[config.mk]
export PLATFORM = sky130hd
export DESIGN_NAME = sort_cmd_driver
export DESIGN_NICKNAME = d
export VERILOG_FILES = /design/src/rtl/sort_cmd_driver_pkg.sv /design/src/rtl/sort_cmd_driver_sort4.sv /design/src/rtl/sort_cmd_driver.sv
export SDC_FILE = /design/constraint.sdc
export NUM_CORES = 1
export LEC_CHECK = 0
export BUFFER_PORTS_ARGS = -buffer_cell sky130_fd_sc_hd__buf_4
export CAP_MARGIN = 20
export CORE_UTILIZATION = 43
export DETAILED_ROUTE_END_ITERATION = 8
export PLACE_DENSITY_LB_ADDON = 0.12
export SLEW_MARGIN = 20
export SYNTH_ARGS = -nofsm -noshare
export SYNTH_HDL_FRONTEND = slang
export SYNTH_SLANG_ARGS = --single-unit
[constraint.sdc]
create_clock -name clk -period 10.6 [get_ports clk]
set_clock_uncertainty 0.15 [all_clocks]
set_input_delay 1.59 -clock clk [delete_from_list [all_inputs] [get_ports clk]]
set_output_delay 1.59 -clock clk [all_outputs]
set_load 0.01 [all_outputs]
[src/rtl/sort_cmd_driver_pkg.sv]
// Shared types and default widths for the sort/compute command driver.
package sort_cmd_driver_pkg;

    localparam int DEF_NUM_W = 4;
    localparam int DEF_RES_W = 6;

    typedef enum logic [1:0] {
        MODE_ADD01 = 2'd0,
        MODE_SUB10 = 2'd1,
        MODE_SUB32 = 2'd2,
        MODE_SUB03 = 2'd3
    } cmd_mode_e;

    typedef enum logic [1:0] {
        IDLE = 2'd0,
        SEND = 2'd1,
        WAIT = 2'd2,
        RESP = 2'd3
    } drv_state_e;

endpackage

[src/rtl/sort_cmd_driver_sort4.sv]
// Ascending 4-input sort (compare-exchange network) followed by the mode arithmetic
// that yields the expected compute-unit result.
module sort4_expect
    import sort_cmd_driver_pkg::*;
#(
    parameter int NUM_W = DEF_NUM_W,
    parameter int RES_W = DEF_RES_W
) (
    input  logic [4*NUM_W-1:0]       num,
    input  logic [1:0]               mode,
    output logic signed [RES_W-1:0]  expect_val
);

    logic signed [NUM_W-1:0] a [4];
    logic signed [NUM_W-1:0] b [4];
    logic signed [NUM_W-1:0] c [4];
    logic signed [NUM_W-1:0] s [4];
    logic signed [RES_W-1:0] x [4];

    // Swaps only on strict less-than, so equal values keep their order.
    always_comb begin
        for (int k = 0; k < 4; k++) begin
            a[k] = num[k*NUM_W +: NUM_W];
        end
        b = a;
        if (a[1] < a[0]) begin b[0] = a[1]; b[1] = a[0]; end
        if (a[3] < a[2]) begin b[2] = a[3]; b[3] = a[2]; end
        c = b;
        if (b[2] < b[0]) begin c[0] = b[2]; c[2] = b[0]; end
        if (b[3] < b[1]) begin c[1] = b[3]; c[3] = b[1]; end
        s = c;
        if (c[2] < c[1]) begin s[1] = c[2]; s[2] = c[1]; end
        for (int k = 0; k < 4; k++) begin
            x[k] = {{(RES_W-NUM_W){s[k][NUM_W-1]}}, s[k]};
        end
    end

    always_comb begin
        expect_val = '0;
        case (cmd_mode_e'(mode))
            MODE_ADD01: expect_val = x[0] + x[1];
            MODE_SUB10: expect_val = x[1] - x[0];
            MODE_SUB32: expect_val = x[3] - x[2];
            MODE_SUB03: expect_val = x[0] - x[3];
            default:    expect_val = '0;
        endcase
    end

endmodule

[src/rtl/sort_cmd_driver.sv]
// Transmit-side driver: accepts a command, bursts its operands to the compute unit,
// then checks the returned result against a locally computed expectation.
module sort_cmd_driver
    import sort_cmd_driver_pkg::*;
#(
    parameter int NUM_W   = DEF_NUM_W,
    parameter int RES_W   = DEF_RES_W,
    parameter int TIMEOUT = 16
) (
    input  logic                     clk,
    input  logic                     rst,
    input  logic                     req_valid,
    output logic                     req_ready,
    input  logic [4*NUM_W-1:0]       req_num,
    input  logic [1:0]               req_mode,
    output logic                     in_valid,
    output logic [NUM_W-1:0]         in_number,
    output logic [1:0]               mode,
    input  logic                     out_valid,
    input  logic signed [RES_W-1:0]  out_result,
    output logic                     rsp_valid,
    output logic signed [RES_W-1:0]  rsp_result,
    output logic signed [RES_W-1:0]  rsp_expect,
    output logic                     rsp_pass,
    output logic                     rsp_timeout,
    output logic [7:0]               pass_cnt,
    output logic [7:0]               fail_cnt,
    output logic                     err_stray
);

    // Request handshake: a command transfers on a rising edge where req_valid && req_ready;
    // req_ready is high only in IDLE and the requester must hold req_num/req_mode until then.

    drv_state_e              state, state_nx;
    logic [1:0]              beat;
    logic [7:0]              wait_cnt;
    logic [4*NUM_W-1:0]      num_q;
    logic [1:0]              mode_q;
    logic signed [RES_W-1:0] expect_val;
    logic                    accept;
    logic                    capture;
    logic                    timeout_hit;

    sort4_expect #(.NUM_W(NUM_W), .RES_W(RES_W)) u_expect (
        .num        (num_q),
        .mode       (mode_q),
        .expect_val (expect_val)
    );

    assign accept      = (state == IDLE) && req_valid;
    assign capture     = (state == WAIT) && out_valid;
    assign timeout_hit = (state == WAIT) && !out_valid && (wait_cnt == 8'(TIMEOUT - 1));
    assign rsp_valid   = (state == RESP);

    always_ff @(posedge clk) begin
        if (rst) state <= IDLE;
        else     state <= state_nx;
    end

    always_comb begin
        state_nx  = state;
        req_ready = 1'b0;
        in_valid  = 1'b0;
        in_number = '0;
        mode      = '0;
        case (state)
            IDLE: begin
                req_ready = 1'b1;
                if (req_valid) state_nx = SEND;
            end
            SEND: begin
                in_valid  = 1'b1;
                in_number = num_q[beat*NUM_W +: NUM_W];
                mode      = mode_q;
                if (beat == 2'd3) state_nx = WAIT;
            end
            WAIT: begin
                if (out_valid || timeout_hit) state_nx = RESP;
            end
            RESP:    state_nx = IDLE;
            default: state_nx = IDLE;
        endcase
    end

    always_ff @(posedge clk) begin
        if (rst) begin
            beat        <= '0;
            wait_cnt    <= '0;
            num_q       <= '0;
            mode_q      <= '0;
            rsp_result  <= '0;
            rsp_expect  <= '0;
            rsp_pass    <= 1'b0;
            rsp_timeout <= 1'b0;
            pass_cnt    <= '0;
            fail_cnt    <= '0;
            err_stray   <= 1'b0;
        end else begin
            if (accept) begin
                num_q  <= req_num;
                mode_q <= req_mode;
                beat   <= '0;
            end else if (state == SEND) begin
                beat <= beat + 2'd1;
            end

            if (state == SEND)      wait_cnt <= '0;
            else if (state == WAIT) wait_cnt <= wait_cnt + 8'd1;

            // Response fields load on the edge into RESP so they are valid with the pulse.
            if (capture) begin
                rsp_result  <= out_result;
                rsp_expect  <= expect_val;
                rsp_timeout <= 1'b0;
                rsp_pass    <= (out_result == expect_val);
                if (out_result == expect_val) begin
                    if (pass_cnt != 8'hFF) pass_cnt <= pass_cnt + 8'd1;
                end else begin
                    if (fail_cnt != 8'hFF) fail_cnt <= fail_cnt + 8'd1;
                end
            end else if (timeout_hit) begin
                rsp_result  <= '0;
                rsp_expect  <= expect_val;
                rsp_timeout <= 1'b1;
                rsp_pass    <= 1'b0;
                if (fail_cnt != 8'hFF) fail_cnt <= fail_cnt + 8'd1;
            end

            if (out_valid && (state != WAIT)) err_stray <= 1'b1;
        end
    end

endmodule

### Word level (Yosys, flattened, before mapping)

Index checks and enable logic that the tools add are counted.

* word-level logic and storage cells: 84
* output and inout port bits: 40
* register bits: 61
* input bits: 28

* reduce and logical (&&, ||, !) cells: 16
* $lt $le $gt $ge: 5
* equality and inequality tests: 16
* add/subtract/negate cells: 8
* shift operators: 1
* multiplexer cells: 26

Operator list (number)
* 8-bit 2-to-1 mux: 7
* 8-bit by 1-bit adder with 8-bit output (second input constant): 3
* 6-bit 2-to-1 mux: 4
* 6-bit one-hot mux with 4 select lines: 1
* 4-bit < comparator: 5
* 4-bit 2-to-1 mux: 5
* 8-bit != test (second input constant): 2
* 16-bit by 5-bit variable part select with 4-bit output: 1
* 4-bit by 4-bit subtractor with 5-bit output: 3
* 2-bit == test (second input constant): 5
* 8-bit by 4-bit == test with 1-bit output (second input constant): 1
* 2-bit 2-to-1 mux: 4
* 2-bit != test (second input constant): 4
* 2-bit one-hot mux with 4 select lines: 1
* 6-bit == test: 1
* 3-bit AND reduction: 2
* 2-bit OR reduction: 3
* 4-bit by 4-bit adder with 5-bit output: 1
* 1-bit logical AND: 5
* 2-bit by 1-bit == test with 1-bit output (second input constant): 2
* 2-bit logical NOT: 2
* 1-bit 2-to-1 mux: 4
* 2-bit by 1-bit adder with 2-bit output (second input constant): 1
* 2-bit by 1-bit != test with 1-bit output (second input constant): 1
* other kinds (4): 4

### Depth between registers and ports, before layout

* depth after elaboration: 11
* depth in mapped cells: 37
* gate-level depth less buffers: 36

### Modules after synthesis

Synthesis repeated with hierarchy kept, for this count alone.

* cells, all modules: 576
* area, all modules: 4668.2 sq um

Modules (own cells, without submodules)
* sort_cmd_driver: seq. area each 1221.2 sq um, instances 1, cells an instance 322, area an instance 2763.9 sq um
* sort4_expect: seq. area each 0.0 sq um, instances 1, cells an instance 254, area an instance 1904.3 sq um

### Worst setup path after synthesis

Ideal clock, no wire load.

* path type: reg2reg
* start point: reg num_q[11]
* end point: reg fail_cnt[6]
* clock period less this slack: 7.470 ns
* path slack: 3.130 ns
* path buffers: 0
* arrival: 7.196 ns
* data required time: 10.327 ns
* library setup time: 0.123 ns
* cell stages (with the launch flop): 34
* path through: dfxtp_1 > inv_1 > ha_1 > nor4b_1 > a21bo_2 > nand2_1 > nor2_1 > a21oi_1 > inv_1 > ha_1 > o211ai_1 > o211ai_1 > o41ai_4 > a21oi_1 > ha_1 > nor2_1 > nand2_1 > o31ai_1 > nand2_1 > mux2_2 > inv_1 > ha_1 > mux2i_1 > ha_1 > a21o_1 > a21oi_1 > xor2_1 > a21oi_1 > xor2_1 > nor4_1 > nand4_1 > mux2i_2 > nor4_1 > mux2_1

* cells in the longest elaborated chain, start to end: 11
* elaborated cells between the ends (all ways): 18
* those cells by class: add/sub: 4; order compare: 4; eq/ne: 2; mux: 7; reduce/logical: 1

Ends and longest elaborated chain
* start: declaration: line sort_cmd_driver.sv:37 `logic [4*NUM_W-1:0] num_q;`
* start signal: assignment: line sort_cmd_driver.sv:100 `num_q <= req_num;`
* 4-bit < comparator: line sort_cmd_driver_sort4.sv:27 `if (a[3] < a[2]) begin b[2] = a[3]; b[3] = a[2]; end`
* 8-bit 2-to-1 mux (*): line sort_cmd_driver_sort4.sv:27
* 4-bit < comparator, on equally long branches: line sort_cmd_driver_sort4.sv:29, sort_cmd_driver_sort4.sv:30
* 4-bit 2-to-1 mux, on equally long branches: line sort_cmd_driver_sort4.sv:29, sort_cmd_driver_sort4.sv:30
* 4-bit < comparator: line sort_cmd_driver_sort4.sv:32 `if (c[2] < c[1]) begin s[1] = c[2]; s[2] = c[1]; end`
* 8-bit 2-to-1 mux: line sort_cmd_driver_sort4.sv:32
* 4-bit by 4-bit subtractor with 5-bit output (tied with other cells): line sort_cmd_driver_sort4.sv:43 `MODE_SUB32: expect_val = x[3] - x[2];`
* 6-bit one-hot mux with 4 select lines (*): line sort_cmd_driver_sort4.sv:40 `case (cmd_mode_e'(mode))`
* 6-bit == test (*): line sort_cmd_driver.sv:116 `if (out_result == expect_val) begin`
* 2-bit != test (no source line) (*)
* 2-bit AND reduction (no source line) (*)
* end signal: assignment: line sort_cmd_driver.sv:119 `if (fail_cnt != 8'hFF) fail_cnt <= fail_cnt + 8'd1;`
* end signal: assignment: line sort_cmd_driver.sv:126 `if (fail_cnt != 8'hFF) fail_cnt <= fail_cnt + 8'd1;`
* end: declaration: line sort_cmd_driver.sv:27 `output logic [7:0] fail_cnt,`

Mark *: on every way between the ends. The rest lies on a longest branch, timed or not.
A chain may end at the register's enable or synchronous reset.

### Worst setup path after layout

* start point: reg num_q[11]
* end point: reg pass_cnt[7]

* cells in the longest elaborated chain, start to end: 10
* elaborated cells between the ends (all ways): 17
* those cells by class: add/sub: 4; order compare: 4; eq/ne: 1; mux: 7; reduce/logical: 1

Ends and longest elaborated chain
* 4-bit < comparator: line sort_cmd_driver_sort4.sv:27
* 8-bit 2-to-1 mux (*): line sort_cmd_driver_sort4.sv:27
* 4-bit < comparator, on equally long branches: line sort_cmd_driver_sort4.sv:29, sort_cmd_driver_sort4.sv:30
* 4-bit 2-to-1 mux, on equally long branches: line sort_cmd_driver_sort4.sv:29, sort_cmd_driver_sort4.sv:30
* 4-bit < comparator: line sort_cmd_driver_sort4.sv:32
* 8-bit 2-to-1 mux: line sort_cmd_driver_sort4.sv:32
* 4-bit by 4-bit subtractor with 5-bit output (tied with other cells): line sort_cmd_driver_sort4.sv:43
* 6-bit one-hot mux with 4 select lines (*): line sort_cmd_driver_sort4.sv:40
* 6-bit == test (*): line sort_cmd_driver.sv:116
* 3-bit AND reduction (no source line) (*)
* end signal: assignment: line sort_cmd_driver.sv:117 `if (pass_cnt != 8'hFF) pass_cnt <= pass_cnt + 8'd1;`
* end: declaration: line sort_cmd_driver.sv:26 `output logic [7:0] pass_cnt,`

Marked as above.

==> results.md <==
* Outcome: completed
* Clock Latency Late Sink at 330 ps
* Synth Register Bits at 60
* Root buf cell: clkbuf_8
* Total inserted antenna cells at 0
* Nets at a little over 700
* Main synth FF type: dfxtp_1
* Post-cts sizing count at 0
* Ys async rst share at 0%
* Sink Count at 60
* First-pass GRT wire length at 19300 um
* Gpl congestion at ~0.83
* Worst-Margin Slew at approximately 930 ps
* Num CTS Buffers at 9
* Crit Path Category: reg -> reg
* Die Y-Extent at 106 um
* Share of layout cells above drive strength 1 at 17.1%
* Place WS at 1720 ps
* Input/output buffers at 67
* HP Class: reg -> reg
* H-tree Lvls at 3
* CP Max Fanout at 12
* Critical Path Max Stage Delay at 770 ps
* Multi-input logic area at 0.00317 mm2
* Period utilization at 84.4%
* RR Startpoint: num_q[11]
* CP arrival at about 9000 ps
* Via/cell ratio at 5.66
* Register area at 0.00120 mm2
* Die Wd at 106 um
* Max-Cap Viols at 0
* CTS tree: yes
* RSZ-0062 raised after global routing: no
* Initial DRC count at between 150 and 200
* Minimum clock period at 8950 ps
* R2R cell count at 33
* RR Endpoint: pass_cnt[7]
* Filler Cells Inserted at 1025
* Post-synthesis sequential area ratio at 26.0%
* Num rows at 37
* Mapped cell area at about 0.0046 mm2
* Critical path startpoint category: flop
* Total Routing Usage GR at 21.5%
* Post-synth cell types at 68
* Post-Syn Instances at 580
* Final setup margin at roughly 1700 ps
* Largest net degree at the start of global routing at 60
* Die ar. at approximately 0.011 mm2
* Worst slew margin at a little over a third
* Net count after synthesis at 649
* Final Setup Violations at 0
* Vias in the first global route at a little over 4000
* Core footprint at 0.0104 mm2
* Post-route DRC at 0
* DRT antenna net count at 0
* Final Cell Area at ~0.0054 mm2
* Clk slew on worst S/H paths at roughly 70 ps
* Placed cell area at 0.00522 mm2
* Area grow syn2layout at 17.4%
* CP Capture Type: flop
* CP Launch Point: num_q[11]
* # IOs at about 70
* Final hold vios at 0
* Initial antenna violation count at 0
* F_max at 0.112 GHz
* Reg2Reg Setup Slack at 1650 ps
* Max clock buf depth at 2
* Number of enable flip-flop cells after synthesis at 0
* Final HPWL DP at 9090 um
* CP max stage cell: mux2i_1
* Vias at 4400
* WL/cell at approximately 15 um
* Post-synthesis average cell area at 7.98 um2
* Final TNS setup at 0 ps
* 1st-pass router iterations at 5
* CP required at 10650 ps
* Routed WL at around 12000 um
* Initial core utilization at 44.6%
* Final max-slew violation count at 0
* Syn. warnings at 0
* # hold bufs at CTS at 0
* Grt total ovfl at 0
* Worst Setup EP: pass_cnt[7]
* Setup bufs post-CTS at 0
==> placed cells by master, fill, tap and decap left out, types with 4 or more instances in the layout <==
cell	synthesis	layout
a211oi_1	6	6
a21o_1	12	12
a21oi_1	63	63
a31o_2	5	5
a31oi_1	4	4
and2_1	11	11
and3_1	4	4
buf_4	1	67
clkbuf_8	0	10
dfxtp_1	60	60
ha_1	38	38
inv_1	45	45
mux2_1	6	6
mux2_2	6	6
mux2i_1	29	29
mux4_2	4	4
nand2_1	65	65
nand2b_1	6	6
nand3_1	21	21
nand4_1	10	10
nor2_1	48	48
nor2b_1	10	10
nor3_1	9	9
nor4_1	6	6
o21ai_0	12	12
o22ai_1	4	4
xnor2_1	12	12
xor2_1	8	8
==> cell type report <==
| class | instances | share of cell area [%] |
|---|---|---|
| multi-input combinational | 454 | 58.4 |
| sequential | 60 | 22.1 |
| timing repair buffer | 67 | 9.26 |
| tap | 136 | 3.13 |
| inverter | 45 | 3.11 |
| clock buffer | 11 | 2.60 |
| clock inverter | 5 | 1.38 |
==> per-layer routing <==
layer / vias up / part of all wire, % / track usage [%]
li1: 2178 / - / -
met1: 2116 / 45 / 27.4
met2: 95 / 49 / 37.3
met3: 11 / 4.4 / 3.53
met4: 0 / 1.3 / 5.85
met5: - / 0 / 0
==> through the flow <==
step / std cells / hold slack [ps] / utilization [%]
2_1_floorplan: 580 / 303 / -
3_3_place_gp: 762 / 295 / 50.3
3_5_place_dp: 762 / 303 / 50.3
4_1_cts: 778 / 316 / 52.4
5_1_grt: 778 / 337 / 52.4
6_report: 778 / 311 / 52.4
==> Yosys cell counts, types with 3 or more instances <==
cell type   n  share of area, %
xor2_1      8               1.5
nand4_1    10               1.4
fa_1        3               1.3
nor2b_1    10               1.4
mux4_2      4               1.9
and2_1     11               1.5
clkbuf_1   15               1.2
a31oi_1     4              0.54
nor2_1     48               3.9
buf_1       4              0.32
o22ai_1     4              0.54
o21ai_0    12               1.3
xnor2_1    12               2.3
or3_1       3              0.41
inv_1      45               3.6
mux2_1      6               1.5
a221oi_1    3              0.57
a211oi_1    6              0.97
ha_1       38                10
mux2i_1    29               6.3
a31o_2      5              0.95
dfxtp_1    60                26
nand2_1    65               5.3
mux2_2      6               1.5
nor3_1      9              0.97
a21oi_1    63               6.8
a21o_1     12               1.9
nand2b_1    6              0.81
and3_1      4              0.54
nand3_1    21               2.3
nor4_1      6              0.81
o211ai_1    3              0.49
o21a_1      3              0.49
==> cell families (layout without fill, tap and decap cells) <==
group,after synthesis,after routing,share of synthesized area [%]
adder cells (fa/ha/maj),42,42,11.8
XOR/XNOR,20,20,3.78
buffers and inverters,66,128,5.46
AO/OA/AOI/OAI,137,137,19.0
multiplexers,47,47,11.8
flip-flops,60,60,26.0
AND/OR/NAND/NOR,208,208,22.2
==> sequential cells by signal, indices dropped and copies added, names as in the netlist <==
| signal | count |
|---|---|
| beat | 2 |
| fail_cnt | 8 |
| state | 2 |
| rsp_pass | 1 |
| err_stray | 1 |
| num_q | 16 |
| mode_q | 2 |
| wait_cnt | 8 |
| rsp_timeout | 1 |
| pass_cnt | 8 |
| rsp_expect | 5 |
| rsp_result | 6 |
==> critical path, delay by kind of cell (launching register included) <==
kind | cells | cell delay (ps)
DFF | 1 | 410
and+or+nand+nor | 8 | 1930
muxes | 3 | 1350
buffers and inverters | 3 | 290
AOI/OAI and AO/OA | 12 | 2880
adders and majority gates | 5 | 1470
xor gates and xnor gates | 2 | 320
==> worst min path at each step <==
stage / cells past startpoint / from / end / slack, ps
finish: 2 / rsp_timeout / rsp_timeout / 310
global route: 2 / rsp_timeout / rsp_timeout / 340
CTS: 2 / rsp_timeout / rsp_timeout / 320
detailed placement: 2 / rsp_timeout / rsp_timeout / 300
global placement: 2 / rsp_timeout / rsp_timeout / 290
floorplan: 2 / wait_cnt[7] / wait_cnt[7] / 300
Power is not shown: default switching activity piles up to over one toggle a cycle in this logic, so the estimate is an artifact.
